===== src/rtl/pll_reset_seq_pkg.sv =====
// Shared definitions for the PLL reset sequencer: state encoding,
// default timing constants and the loss counter width.
package pll_reset_pkg;

   typedef enum logic [2:0] {
      WAIT_LOCK,
      QUALIFY,
      HOLD,
      STAGGER,
      RUN
   } state_t;

   localparam int DEF_SYNC_STAGES = 2;
   localparam int DEF_LOCK_STABLE = 1024;
   localparam int DEF_HOLD_CYCLES = 16;
   localparam int DEF_STAGGER     = 8;
   localparam int DEF_LOSS_FILTER = 4;
   localparam int LOSS_COUNT_W    = 8;

   // Largest of the four timing parameters; sizes the shared counter width.
   function automatic int max_of(input int a, input int b, input int c, input int d);
      int m;
      m = a;
      if (b > m) m = b;
      if (c > m) m = c;
      if (d > m) m = d;
      return m;
   endfunction

endpackage


===== src/rtl/pll_reset_seq_sync_bit.sv =====
// Multi-stage single-bit synchroniser with asynchronous active-low clear.
// Output is the last stage of a STAGES-deep flop chain.
module sync_bit #(
   parameter int STAGES = 2
) (
   input  logic clk,
   input  logic rst_n,
   input  logic d,
   output logic q
);

   logic [STAGES-1:0] ff;

   // Shift the asynchronous input through the flop chain.
   always_ff @(posedge clk or negedge rst_n) begin
      if (!rst_n) begin
         ff <= '0;
      end else begin
         ff <= {ff[STAGES-2:0], d};
      end
   end

   assign q = ff[STAGES-1];

endmodule


===== src/rtl/pll_reset_seq.sv =====
// PLL lock qualifier and staggered reset sequencer for the 96 MHz domain.
// Qualifies a synchronised PLL lock, releases the core reset then the
// peripheral reset, and re-sequences on filtered lock loss or soft_rst.
// Optional build macro PLL_RESET_LOSS_COUNT_EN adds a saturating
// loss_count output.
module pll_reset_seq
   import pll_reset_pkg::*;
#(
   parameter int SYNC_STAGES = DEF_SYNC_STAGES,
   parameter int LOCK_STABLE = DEF_LOCK_STABLE,
   parameter int HOLD_CYCLES = DEF_HOLD_CYCLES,
   parameter int STAGGER     = DEF_STAGGER,
   parameter int LOSS_FILTER = DEF_LOSS_FILTER
) (
   input  logic clk,
   input  logic rst_n,
   input  logic locked,
   input  logic soft_rst,
   input  logic clr_sticky,
   output logic rst_core_n,
   output logic rst_periph_n,
   output logic ready,
   output logic lock_lost
`ifdef PLL_RESET_LOSS_COUNT_EN
   ,
   output logic [LOSS_COUNT_W-1:0] loss_count
`endif
);

   localparam int CW = $clog2(max_of(LOCK_STABLE, HOLD_CYCLES, STAGGER, LOSS_FILTER) + 1);

   state_t        state;
   logic          locked_s;
   logic [CW-1:0] qual_cnt, hold_cnt, stag_cnt, loss_cnt;
   logic [CW-1:0] qual_inc, hold_inc, stag_inc;
   logic          in_seq;
   logic          loss_trip;

   sync_bit #(.STAGES(SYNC_STAGES)) u_sync (
      .clk   (clk),
      .rst_n (rst_n),
      .d     (locked),
      .q     (locked_s)
   );

   assign qual_inc  = qual_cnt + CW'(1);
   assign hold_inc  = hold_cnt + CW'(1);
   assign stag_inc  = stag_cnt + CW'(1);
   assign in_seq    = (state == HOLD) || (state == pll_reset_pkg::STAGGER) || (state == RUN);
   // Trips on the cycle that would bring the low-run count to LOSS_FILTER.
   assign loss_trip = in_seq && !locked_s && (loss_cnt == CW'(LOSS_FILTER - 1));

   // Sequencer FSM; reset outputs are registered alongside each transition.
   always_ff @(posedge clk or negedge rst_n) begin
      if (!rst_n) begin
         state        <= WAIT_LOCK;
         qual_cnt     <= '0;
         hold_cnt     <= '0;
         stag_cnt     <= '0;
         loss_cnt     <= '0;
         rst_core_n   <= 1'b0;
         rst_periph_n <= 1'b0;
         ready        <= 1'b0;
         lock_lost    <= 1'b0;
      end else begin
         // Consecutive-low filter only runs once lock has been accepted.
         if (!in_seq || locked_s || loss_trip) begin
            loss_cnt <= '0;
         end else begin
            loss_cnt <= loss_cnt + CW'(1);
         end

         // A trip in the same cycle as clr_sticky leaves the flag set.
         if (loss_trip) begin
            lock_lost <= 1'b1;
         end else if (clr_sticky) begin
            lock_lost <= 1'b0;
         end

         if (loss_trip) begin
            state        <= WAIT_LOCK;
            rst_core_n   <= 1'b0;
            rst_periph_n <= 1'b0;
            ready        <= 1'b0;
         end else begin
            case (state)
               WAIT_LOCK: begin
                  if (locked_s) begin
                     if (LOCK_STABLE <= 1) begin
                        state    <= HOLD;
                        hold_cnt <= '0;
                     end else begin
                        state    <= QUALIFY;
                        qual_cnt <= CW'(1);
                     end
                  end
               end
               QUALIFY: begin
                  if (!locked_s) begin
                     state <= WAIT_LOCK;
                  end else if (qual_inc == CW'(LOCK_STABLE)) begin
                     state    <= HOLD;
                     qual_cnt <= qual_inc;
                     hold_cnt <= '0;
                  end else begin
                     qual_cnt <= qual_inc;
                  end
               end
               HOLD: begin
                  if (soft_rst) begin
                     hold_cnt <= '0;
                  end else if (hold_inc == CW'(HOLD_CYCLES)) begin
                     state      <= pll_reset_pkg::STAGGER;
                     hold_cnt   <= hold_inc;
                     stag_cnt   <= '0;
                     rst_core_n <= 1'b1;
                  end else begin
                     hold_cnt <= hold_inc;
                  end
               end
               pll_reset_pkg::STAGGER: begin
                  if (soft_rst) begin
                     state      <= HOLD;
                     hold_cnt   <= '0;
                     rst_core_n <= 1'b0;
                  end else if (stag_inc == CW'(STAGGER)) begin
                     state        <= RUN;
                     stag_cnt     <= stag_inc;
                     rst_periph_n <= 1'b1;
                     ready        <= 1'b1;
                  end else begin
                     stag_cnt <= stag_inc;
                  end
               end
               RUN: begin
                  if (soft_rst) begin
                     state        <= HOLD;
                     hold_cnt     <= '0;
                     rst_core_n   <= 1'b0;
                     rst_periph_n <= 1'b0;
                     ready        <= 1'b0;
                  end
               end
               default: begin
                  state        <= WAIT_LOCK;
                  rst_core_n   <= 1'b0;
                  rst_periph_n <= 1'b0;
                  ready        <= 1'b0;
               end
            endcase
         end
      end
   end

`ifdef PLL_RESET_LOSS_COUNT_EN
   // Saturating count of loss-filter trips; only rst_n clears it.
   always_ff @(posedge clk or negedge rst_n) begin
      if (!rst_n) begin
         loss_count <= '0;
      end else if (loss_trip && (loss_count != {LOSS_COUNT_W{1'b1}})) begin
         loss_count <= loss_count + LOSS_COUNT_W'(1);
      end
   end
`endif

endmodule


===== config.mk =====
export PLATFORM = sky130hd
export DESIGN_NAME = pll_reset_seq
export DESIGN_NICKNAME = d
export VERILOG_FILES = /design/src/rtl/pll_reset_seq_pkg.sv /design/src/rtl/pll_reset_seq_sync_bit.sv /design/src/rtl/pll_reset_seq.sv
export SDC_FILE = /design/constraint.sdc
export NUM_CORES = 1
export LEC_CHECK = 0
export BUFFER_PORTS_ARGS = -buffer_cell sky130_fd_sc_hd__buf_2
export CAP_MARGIN = 20
export CORE_AREA = 4 4 80 82
export DETAILED_ROUTE_END_ITERATION = 8
export DIE_AREA = 0 0 84 86
export GPL_TIMING_DRIVEN = 0
export MAX_ROUTING_LAYER = met4
export PLACE_DENSITY = 0.7
export REMOVE_ABC_BUFFERS = 1
export SYNTH_ARGS = -nofsm -noshare
export SYNTH_HDL_FRONTEND = slang
export SYNTH_HIERARCHICAL = 1
export SYNTH_SLANG_ARGS = --single-unit
export TNS_END_PERCENT = 100

===== constraint.sdc =====
create_clock -name clk -period 3.5 [get_ports clk]
set_clock_uncertainty 0.15 [all_clocks]
set_input_delay 0.175 -clock clk [delete_from_list [all_inputs] [get_ports clk]]
set_output_delay 0.175 -clock clk [all_outputs]
set_load 0.02 [all_outputs]

Word-level counts from Yosys, hierarchy flattened
Index checks and enable logic that the tools add are counted.
{"block": "classes", "eq_ne": 26, "n_addsub": 4, "muxes": 34, "reduce_logical": 22, "bitwise": 1}
{"operator": "11-bit 2-to-1 mux", "count": 10}
{"operator": "11-bit by 1-bit adder with 11-bit output, second input constant", "count": 4}
{"operator": "11-bit case mux with 2 select lines", "count": 2}
{"operator": "11-bit case mux with 3 select lines", "count": 1}
{"operator": "3-bit 2-to-1 mux", "count": 9}
{"operator": "3-bit case mux with 5 select lines", "count": 1}
{"operator": "2-bit by 1-bit != test with 1-bit output, second input constant", "count": 6}
{"operator": "4-bit AND reduction", "count": 3}
{"operator": "11-bit == test, second input constant", "count": 1}
{"operator": "11-bit by 2-bit == test with 1-bit output, second input constant", "count": 1}
{"operator": "11-bit by 4-bit == test with 1-bit output, second input constant", "count": 1}
{"operator": "11-bit by 5-bit == test with 1-bit output, second input constant", "count": 1}
{"operator": "5-bit AND reduction", "count": 2}
{"operator": "1-bit 2-to-1 mux", "count": 9}
{"operator": "3-bit by 2-bit != test with 1-bit output, second input constant", "count": 3}
{"operator": "3-bit != test, second input constant", "count": 3}
{"operator": "3-bit by 2-bit == test with 1-bit output, second input constant", "count": 2}
{"operator": "2-bit != test, second input constant", "count": 3}
{"operator": "1-bit case mux with 3 select lines", "count": 2}
{"operator": "6-bit AND reduction", "count": 1}
{"operator": "2-bit nonzero test", "count": 3}
{"operator": "1-bit logical OR", "count": 4}
{"operator": "4-bit by 3-bit != test with 1-bit output, second input constant", "count": 1}
{"operator": "4-bit != test, second input constant", "count": 1}
{"operator": "10 further kinds", "count": 13}
{"block": "totals", "register_bits": 52, "inputBits": 5, "output_inout_bits": 4}

Longest topological paths before layout
Gate-level depths: netlist (run 1).
{"block": "logic_depth", "word_depth": 7, "depth_mapped": 9}

Hierarchy
Netlist (run 1), hierarchy kept.
{"mod": "pll_reset_seq", "area_each_um2": 3019.1, "instances": 1, "seq_area_each_um2": 1251.2, "cells_each": 348}
{"mod": "sync_bit", "area_each_um2": 50.0, "instances": 1, "seq_area_each_um2": 50.0, "cells_each": 2}

Worst setup path after synthesis (run 1)
No wires, ideal clock.
{"block": "synth_path", "kind": "reg-to-reg", "startpoint": "register hold_cnt[0]", "endpoint": "register state[1]", "setup_slack_ns": 0.921, "path_buffers": 0, "synth_period_minus_slack_ns": 2.579, "t_arrival_ns": 2.301, "path_stages_with_launch": 8, "cell_sequence": "dfrtp_1 ha_1 nand4_2 or4_4 a2111oi_4 nand4_1 a21oi_1 mux2_1"}
{"block": "synth_between", "elab_chain_len": 4}
{"item": "start, declared", "line_no": "pll_reset_seq.sv:34", "source": "logic [CW-1:0] qual_cnt, hold_cnt, stag_cnt, loss_cnt;"}
{"item": "start signal, assigned", "line_no": "pll_reset_seq.sv:114", "source": "hold_cnt <= hold_inc;"}
{"item": "start signal, assigned", "line_no": "pll_reset_seq.sv:118", "source": "hold_cnt <= hold_inc;"}
{"item": "11-bit by 1-bit adder with 11-bit output", "line_no": "pll_reset_seq.sv:47", "source": "assign hold_inc = hold_cnt + CW'(1);"}
{"item": "11-bit by 5-bit == test with 1-bit output", "line_no": "pll_reset_seq.sv:112", "source": "end else if (hold_inc == CW'(HOLD_CYCLES)) begin"}
{"item": "3-bit by 2-bit != test with 1-bit output (no source line)"}
{"item": "6-bit AND reduction (no source line)"}
{"item": "end signal, assigned", "line_no": "pll_reset_seq.sv:113", "source": "state <= pll_reset_pkg::STAGGER;"}
{"item": "end, declared", "line_no": "pll_reset_seq.sv:32", "source": "state_t state;"}
No other way between the ends.
A chain may end at the register's enable or synchronous reset.

Worst setup path in the final report (run 1)
{"block": "layout_path", "startpoint": "register state[0]", "endpoint": "register state[1]"}
{"block": "layout_between", "elab_chain_len": 7}
{"item": "3-bit by 2-bit == test with 1-bit output", "line_no": "pll_reset_seq.sv:49, pll_reset_seq.sv:86"}
{"item": "1-bit logical OR (2 in a row)", "line_no": "pll_reset_seq.sv:49", "source": "assign in_seq = (state == HOLD) || (state == pll_reset_pkg::STAGGER) || (state == RUN);"}
{"item": "1-bit logical AND (2 in a row)", "line_no": "pll_reset_seq.sv:51", "source": "assign loss_trip = in_seq && !locked_s && (loss_cnt == CW'(LOSS_FILTER - 1));"}
{"item": "4-bit != test (no source line), or another cell as far along"}
{"item": "6-bit AND reduction (no source line)"}
Parallel ways exist; a longest one is shown, timed or not.

==> metrics.cfg, run 1 <==
[outcome]
status=finished clean

[sta]
setup_viol=0
fin_tns_setup_ns=0
maxSlewViolCount=0
worst_slew_pin_slew_ns=0.980
rsz0062_at_grt=no
max_slew_margin=0.346
hold_violations=0
fin_crit_ns=3.24
fmax_mhz=308
period_share=0.926

[grt]
first_global_vias=2390
grt_usage=0.197
antenna_found_initial=0
grt_pass1_wl_um=11300
gr-total-overflow=0
grt_start_max_net_pins=29

[pwr]
p_leak_nw=1.38
clockPowerShare=0.248
p_switching_w=0.000631
p_int_w=0.00106
vdd_ir_drop_max_uv=322
switching_share=0.374
p_per_area_nw_per_um2=509
combPwrFrac=0.271
seq_power_share=0.481

[synth]
yosysSeqAreaShare=0.424
yosys_warnings=6
ys.flop_type=dfrtp_1
syn_area_um2=3070
yosysUniqueCellTypes=59
synth_cells=350
synth_area_per_cell_um2=8.77
synth-seq-cells=52
synth_edf_count=0
async_flop_share=1.00

[cells_and_area]
n_antenna_cell=0
area_growth_pct=8.03
fin_util=0.577
layout_commonest_cell=dfrtp_1
drive_gt1_frac=0.0866
layout_common_cells=dfrtp_1 (52), nor2_1 (39), nand2_1 (36), o21ai_0 (32), nand3_1 (25)
fin_nets=366

[clock_network]
clock-sinks=52
cts_made_buffers=5
clk_latency_ns=0.31
cts_max_level=2
cts.clk_slew.worst_paths_ns=0.10
clockBufferDepth=2
ctsRootBufferMaster=clkbuf_8
cts_tree=built

[critical_path]
r2r_setup_slack_ns=0.26
startpoint=state[0]
path_buf_inv=1
critPathKind=register to register
cp_cell_sequence=inv_1, nor2_1, o211ai_1, o221ai_1, a21oi_1, mux2_1
cp-start-kind=register
slowest_delay_ns=0.81
required_ns=3.54
cp_top_family=compound AO/OA/AOI/OAI gates
r2r-start=state[0]
cp-end-kind=register
slowest_stage=dfrtp_1
cp.arrival_ns=3.29
worstPathMaxFanout=22

[hold_path]
hp-start=soft_rst
hold_class=input port to register

[placement]
portBuffers=8
dp_hpwl_um=4500
gp_congestion=0.831

[job]
cap_violations=0

[detailed_routing]
routed_wl_um=6540
drtIter0Drc=136
dr.pass1.iters=4
num_vias=2612
drtAntennaViolNets=0
wl_per_cell_um=15.1
drc=0
viasPerCell=6.03

[die]
die_area_um2=7220
fp.coreArea_um2=5750
io_pins=9
start_util=0.534
rows=28
die_w_um=84
die_h_um=86

-- cell type report --
| class | instances | area, um2 |
|---|---|---|
| clock buffers | 5 | 68.8 |
| repair buffers | 12 | 90.1 |
| multi-input cells | 277 | 1690 |
| well taps | 75 | 93.8 |
| clock inverters | 3 | 42.5 |
| inverters | 9 | 33.8 |
| fillers | 535 | 2430 |
| flip-flops and latches | 52 | 1300 |
-- sequential cells by signal (all words and copies together), names as in the netlist --
register	cells
hold_cnt	11
loss_cnt	11
qual_cnt	11
stag_cnt	11
state	3
u_sync/ff	2
lock_lost	1
ready	1
rst_core_n	1
-- path summary, 6_finish.rpt --
kind,to,cells past startpoint
min in group asynchronous,qual_cnt[8],2
max in group asynchronous,stag_cnt[9],3
worst min-delay path,ready,3
worst max register to register,state[1],6
worst max-delay path,state[1],6
worst min register to register,u_sync/ff[1],0
-- synth_stat cells (all sizes together), types with 3 or more instances --
cell     n  area, um2
inv      9       33.8
nand3   27        153
nand4    7       50.1
xor2     8       70.1
dfrtp   52       1300
nor3    10       50.1
a21oi   14       73.8
clkbuf  10       37.5
o21ai   32        160
mux2i    6       60.1
nor2    39        146
o41ai    3       26.3
nor4     3       18.8
a31oi    6       37.5
nand2   36        135
nand2b   7       43.8
and3    14       88.8
xnor2    5       43.8
o31ai    8       60.1
a21o     3       22.5
a22o     6       52.6
ha       4       50.1
or2      3       18.8
-- power groups by stage --
stage          sequential (W)  clock (W)  combinational, W
2_1_floorplan        0.000785          0          0.000337
3_3_place_gp         0.000816          0          0.000431
3_5_place_dp         0.000820          0          0.000451
4_1_cts              0.000808   0.000436          0.000456
5_1_grt              0.000832   0.000455          0.000519
6_report             0.000812   0.000419          0.000457
-- per-layer routing --
layer / up-vias / routed length (um) / GRT usage
li1: 1300 / - / -
met1: 1258 / 3120 / 0.253
met2: 46 / 3110 / 0.325
met3: 8 / 207 / 0.0307
met4: 0 / 99 / 0.0570
met5: - / 0 / -
-- cells by family (layout without fill, tap and decap cells) --
kind of cell,Yosys count,after routing,synth area share
fa+ha+maj,4,4,0.0163
compound gates,90,90,0.197
mux,7,7,0.0232
flops,52,52,0.424
simple gates,163,163,0.275
xor+xnor,13,13,0.0371
buf+inv,21,29,0.0273
-- metrics by stage --
stage	cells	total power, W	setup slack [ns]	cell area, um2	hold slack [ns]
2_1_floorplan	338	0.00112	0.921	3020	-0.271
3_3_place_gp	421	0.00125	0.436	3150	0.134
3_5_place_dp	422	0.00127	0.388	3170	0.0699
4_1_cts	433	0.00170	0.257	3310	0.102
5_1_grt	433	0.00181	0.0503	3320	0.132
6_report	433	0.00169	0.257	3320	0.128
-- worst min-delay path: stages --
cell,delay (ns)
buf_2,0.17
o31ai_1,0.08
o211a_1,0.12
-- what timing repair did --
action,in CTS,in global routing
hold endpoints to repair,26,0
buffers inserted,0,0
setup endpoints to repair,0,1
resized for setup,0,1
hold buffers,3,0
(Power assumes the default switching activity.)
==> run 2: changes to the inputs <==
==> constraint.sdc (replaced) <==
create_clock -name clk -period 3.45 [get_ports clk]
set_clock_uncertainty 0.15 [all_clocks]
set_input_delay 0.5175 -clock clk [delete_from_list [all_inputs] [get_ports clk]]
set_output_delay 0.5175 -clock clk [all_outputs]
set_load 0.02 [all_outputs]
==> run 2 against run 1 <==
Net effect: clock power increased by 2%; largest cell class unchanged; register-to-register slack got worse by 0.06 ns; setup slack got worse by 0.056 ns; sequential share of layout area increased by 0.36 points; die area unchanged; clock-buffer cell count unchanged.
==> metrics.cfg, run 2 (synthesis results as in run 1) <==
[pwr]
vdd_ir_drop_max_uv=327  ; +1.5%
p_leak_nw=1.36  ; -0.91%
p_per_area_nw_per_um2=520  ; +2.2%
power_w=0.00171  ; +1.3%

[die]
io_pins=9  ; unchanged
start_util=0.534  ; unchanged
fp.coreArea_um2=5750  ; unchanged
die_area_um2=7220  ; unchanged
rows=28  ; unchanged
die_w_um=84  ; unchanged
die_h_um=86  ; unchanged

[sta]
hold_ws_ns=0.0489  ; -0.0791 ns
fin_ws_ns=0.202  ; -0.0560 ns
fmax_mhz=308  ; -0.18%
hold_violations=0  ; unchanged
setup_viol=0  ; unchanged
period_share=0.942  ; +0.0152
maxSlewViolCount=0  ; unchanged
max_slew_margin=0.353  ; +0.00673
fin_crit_ns=3.25  ; +0.00595 ns
worst_slew_pin_slew_ns=0.970  ; -0.0101 ns
fin_tns_setup_ns=0  ; unchanged
rsz0062_at_grt=no

[grt]
first_global_vias=2361  ; -1.2%
grt_pass1_wl_um=11200  ; -0.55%
gr-total-overflow=0  ; unchanged
grt_usage=0.196  ; -0.000844
antenna_found_initial=0  ; unchanged
grt_start_max_net_pins=29  ; unchanged

[clock_network]
clock-sinks=52  ; unchanged
ctsResizeCount=0  ; unchanged
ctsRootBufferMaster=clkbuf_8
hold_buffers=0  ; -3
clk_latency_ns=0.31  ; about the same
cts_max_level=2  ; unchanged
clockBufferDepth=2  ; unchanged
cts_made_buffers=5  ; unchanged
cts_tree=built
cts.clk_slew.worst_paths_ns=0.10  ; about the same
post-cts-setup-buffers=0  ; unchanged

[cells_and_area]
fill_cells=540  ; +0.93%
layout_common_cells=dfrtp_1 (52), nor2_1 (39), nand2_1 (36), o21ai_0 (32), nand3_1 (25)
n_antenna_cell=0  ; unchanged
drive_gt1_frac=0.0873  ; +0.000732
fin_nets=363  ; -0.82%
final_area_um2=3290  ; -0.91%
layout_commonest_cell=dfrtp_1
area_growth_pct=7.05

[detailed_routing]
dr.pass1.iters=5  ; +1
num_vias=2619  ; +0.27%
drtAntennaViolNets=0  ; unchanged
wl_per_cell_um=15.2  ; +0.59%
routed_wl_um=6530  ; -0.11%
drc=0  ; unchanged
viasPerCell=6.09  ; +0.97%
drtIter0Drc=133  ; -2.2%

[placement]
place_area_um2=3170  ; unchanged
dp_hpwl_um=4500  ; unchanged
gp_congestion=0.831  ; unchanged
portBuffers=8  ; unchanged
pre_cts_ws_ns=0.338  ; -0.0500 ns

[critical_path]
critPathKind=register to register
worstPathMaxFanout=22  ; unchanged
cp.arrival_ns=3.29  ; about the same
cp-start-kind=register
required_ns=3.49  ; -0.05 ns
cp-end-kind=register

[outcome]
status=finished clean

[job]
cap_violations=0  ; unchanged

[hold_path]
hold_class=input port to asynchronous set/reset pin

run 2: stage by stage:
stage          std cells  utilization
4_1_cts              430        0.572
5_1_grt              430        0.572
2_1_floorplan        338            -
3_3_place_gp         421        0.549
6_report             430        0.572
3_5_place_dp         422        0.552
run 2: per-layer routing:
layer	part of all wire	global-route usage	routed length, um	vias to the layer above
met4	0.015	0.0570	99	0
met2	0.47	0.321	3080	67
met5	0	-	0	-
li1	-	-	-	1295
met3	0.043	0.0307	278	8
met1	0.47	0.254	3070	1249
run 2: cell type report:
| type | count | area, um2 | share of cell area |
|---|---|---|---|
| clock buffers | 5 | 68.8 | 0.0209 |
| clock inverters | 3 | 42.5 | 0.0129 |
| multi-input cells | 277 | 1690 | 0.513 |
| repair buffers | 9 | 60.1 | 0.0183 |
| well taps | 75 | 93.8 | 0.0286 |
| flip-flops and latches | 52 | 1300 | 0.396 |
| inverters | 9 | 33.8 | 0.0103 |
run 2: critical path, cell delays in order (launching register included):
cell,delay [ns]
dfrtp_1,0.80
inv_1,0.32
nor2_1,0.56
o211ai_1,0.45
o221ai_1,0.40
a21oi_1,0.12
mux2_1,0.32
run 2: power by group:
group          switching [W]  internal, W  total [W]
clock               0.000211     0.000215   0.000426
combinational       0.000289     0.000172   0.000462
sequential          0.000140     0.000683   0.000823
run 2: worst paths after layout:
kind,startpoint,endpoint,slack [ns],cells after the start
max in group asynchronous,rst_n,stag_cnt[9],2.53,2
worst max register to register,state[0],state[1],0.20,6
min in group clk,locked,u_sync/ff[0],0.16,1
worst max-delay path,state[0],state[1],0.20,6
worst min-delay path,rst_n,qual_cnt[8],0.05,1
worst min register to register,u_sync/ff[0],u_sync/ff[1],0.23,0
==> run 3: changes to the inputs <==
--- a/config.mk
+++ b/config.mk
@@ -9,8 +9,6 @@
 export CAP_MARGIN = 20
-export CORE_AREA = 4 4 80 82
+export CORE_AREA = 4 4 88 90
 export DETAILED_ROUTE_END_ITERATION = 8
-export DIE_AREA = 0 0 84 86
+export DIE_AREA = 0 0 92 94
 export GPL_TIMING_DRIVEN = 0
-export MAX_ROUTING_LAYER = met4
-export PLACE_DENSITY = 0.7
 export REMOVE_ABC_BUFFERS = 1
==> constraint.sdc (replaced) <==
create_clock -name clk -period 3.45 [get_ports clk]
set_clock_uncertainty 0.15 [all_clocks]
set_input_delay 0 -clock clk [delete_from_list [all_inputs] [get_ports clk]]
set_output_delay 0 -clock clk [all_outputs]
set_load 0.02 [all_outputs]
==> run 3 against run 2 <==
Net effect: die area increased by 20%; final area increased by 1.9%; clock power decreased by 14%; via count decreased by 2.5%; wire length decreased by 0.64%; first-iteration DRC count increased by 13%; setup slack improved by 0.26 ns; critical path depth increased by 1; sequential power about the same; critical endpoint unchanged; largest cell class unchanged; largest power group unchanged.
==> metrics.cfg, run 3 (synthesis results as in run 1) <==
[placement]
pre_cts_ws_ns=0.289  ; -0.0498 ns
portBuffers=8  ; unchanged
gp_congestion=0.831  ; about the same
dp_hpwl_um=4520  ; +0.50%

[cells_and_area]
drive_gt1_frac=0.0889  ; +0.00156
layout_common_cells=dfrtp_1 (51), nor2_1 (39), nand2_1 (36), o21ai_0 (32), nand3_1 (25)
regArea_um2=1300  ; about the same
fin_nets=368  ; +1.4%
fill_cells=696  ; +29%
layout_commonest_cell=dfrtp_1
multi_input_area_um2=1690  ; unchanged
area_growth_pct=9.13
n_antenna_cell=0  ; unchanged

[pwr]
clockPowerShare=0.222  ; -0.027
p_int_w=0.00101  ; -5.8%
p_per_area_nw_per_um2=493  ; -5.4%
p_leak_nw=1.37  ; +0.79%
p_switching_w=0.000641  ; +0.22%
combPwrFrac=0.277  ; +0.007
switching_share=0.389  ; +0.0145
vdd_ir_drop_max_uv=300  ; -8.2%
seq_power_share=0.500  ; +0.019

[clock_network]
cts.clk_slew.worst_paths_ns=0.11  ; about the same
post-cts-setup-buffers=0  ; unchanged
clockBufferDepth=2  ; unchanged
cts_tree=built
cts_made_buffers=5  ; unchanged
cts_max_level=2  ; unchanged
clk_latency_ns=0.31  ; about the same
clock-sinks=52  ; unchanged
ctsRootBufferMaster=clkbuf_8

[grt]
grt_start_max_net_pins=40  ; +38%
first_global_vias=2436  ; +3.2%
antenna_found_initial=0  ; unchanged
gr-total-overflow=0  ; unchanged
grt_usage=0.167  ; -0.0293
grt_pass1_wl_um=11800  ; +4.7%

[sta]
rsz0062_at_grt=no
hold_violations=0  ; unchanged
fin_crit_ns=2.99  ; -0.259 ns
worst_slew_pin_slew_ns=0.962  ; -0.00817 ns
fin_ws_ns=0.460  ; +0.259 ns
fin_tns_setup_ns=0  ; unchanged
fmax_mhz=334  ; +8.7%
maxSlewViolCount=0  ; unchanged
period_share=0.867  ; -0.0750
setup_viol=0  ; unchanged
max_slew_margin=0.359  ; +0.00545

[die]
die_h_um=94  ; +9.3%
start_util=0.435  ; -0.0994
fp.coreArea_um2=7060  ; +23%
die_w_um=92  ; +9.5%
rows=31  ; +11%
io_pins=9  ; unchanged
die_area_um2=8650  ; +20%

[critical_path]
cp-start-kind=register
cp.arrival_ns=3.05  ; -0.24 ns
worstPathMaxFanout=6  ; -73%
cp-end-kind=register
critPathKind=register to register
required_ns=3.51  ; +0.02 ns

[detailed_routing]
drc=0  ; unchanged
num_vias=2553  ; -2.5%
viasPerCell=5.56  ; -8.7%
wl_per_cell_um=14.1  ; -6.9%
drtIter0Drc=150  ; +13%
dr.pass1.iters=4  ; -1
routed_wl_um=6490  ; -0.64%
drtAntennaViolNets=0  ; unchanged

[job]
cap_violations=0  ; unchanged

[hold_path]
hold_class=input port to asynchronous set/reset pin

[outcome]
status=finished clean

-- run 3: what timing repair did --
action,CTS,global route
hold buffers,5,0
endpoints found under the hold margin,55,0
gates resized for setup,0,2
setup endpoints to repair,0,1
-- run 3: power groups by stage --
| stage | combinational, W | sequential (W) | clock (W) |
|---|---|---|---|
| final | 0.000458 | 0.000826 | 0.000366 |
| after global routing | 0.000526 | 0.000849 | 0.000424 |
| after CTS | 0.000463 | 0.000822 | 0.000391 |
| after detailed placement | 0.000457 | 0.000834 | 0 |
| after global placement | 0.000445 | 0.000830 | 0 |
| after floorplan | 0.000342 | 0.000796 | 0 |
-- run 3: final timing paths --
check / from / end / slack [ns] / depth (start not counted)
max in group asynchronous: rst_n / qual_cnt[7] / 2.12 / 3
worst max register to register: stag_cnt[0] / state[1] / 0.46 / 7
worst max-delay path: stag_cnt[0] / state[1] / 0.46 / 7
worst min register to register: u_sync/ff[0] / u_sync/ff[1] / 0.21 / 0
min in group clk: locked / u_sync/ff[0] / 0.18 / 2
worst min-delay path: rst_n / qual_cnt[0] / 0.05 / 3
-- run 3: per-layer routing --
metal	part of all wire	wire length, um	GRT usage
met5	0	0	0
met4	0.0097	63	0.0545
met3	0.022	143	0.0304
met2	0.45	2950	0.257
met1	0.51	3340	0.237
-- run 3: layout make-up --
| cell class | count | area share |
|---|---|---|
| clock buffer | 5 | 0.0205 |
| clock inverter | 3 | 0.00747 |
| inverter | 9 | 0.0101 |
| multi-input combinational | 277 | 0.503 |
| sequential | 52 | 0.389 |
| tap | 99 | 0.0370 |
| timing repair buffer | 14 | 0.0329 |
-- run 3: critical path: stages (launching register included) --
cell and delay [ns]:
dfrtp_1 0.45, ha_1 0.25, nand2_1 0.15, or4b_1 0.56, a2111oi_1 0.51, o221ai_1 0.25, a21oi_1 0.23, mux2_1 0.35
-- run 3: stage by stage --
stage,hold WS (ns),utilization,instance area [um2],instances,power (W)
finish,0.0475,0.474,3350,459,0.00165
global route,0.0747,0.474,3350,459,0.00180
CTS,0.0471,0.474,3350,459,0.00168
detailed placement,-0.221,0.454,3200,446,0.00129
global placement,-0.0425,0.451,3180,445,0.00127
floorplan,-0.446,-,3020,338,0.00114
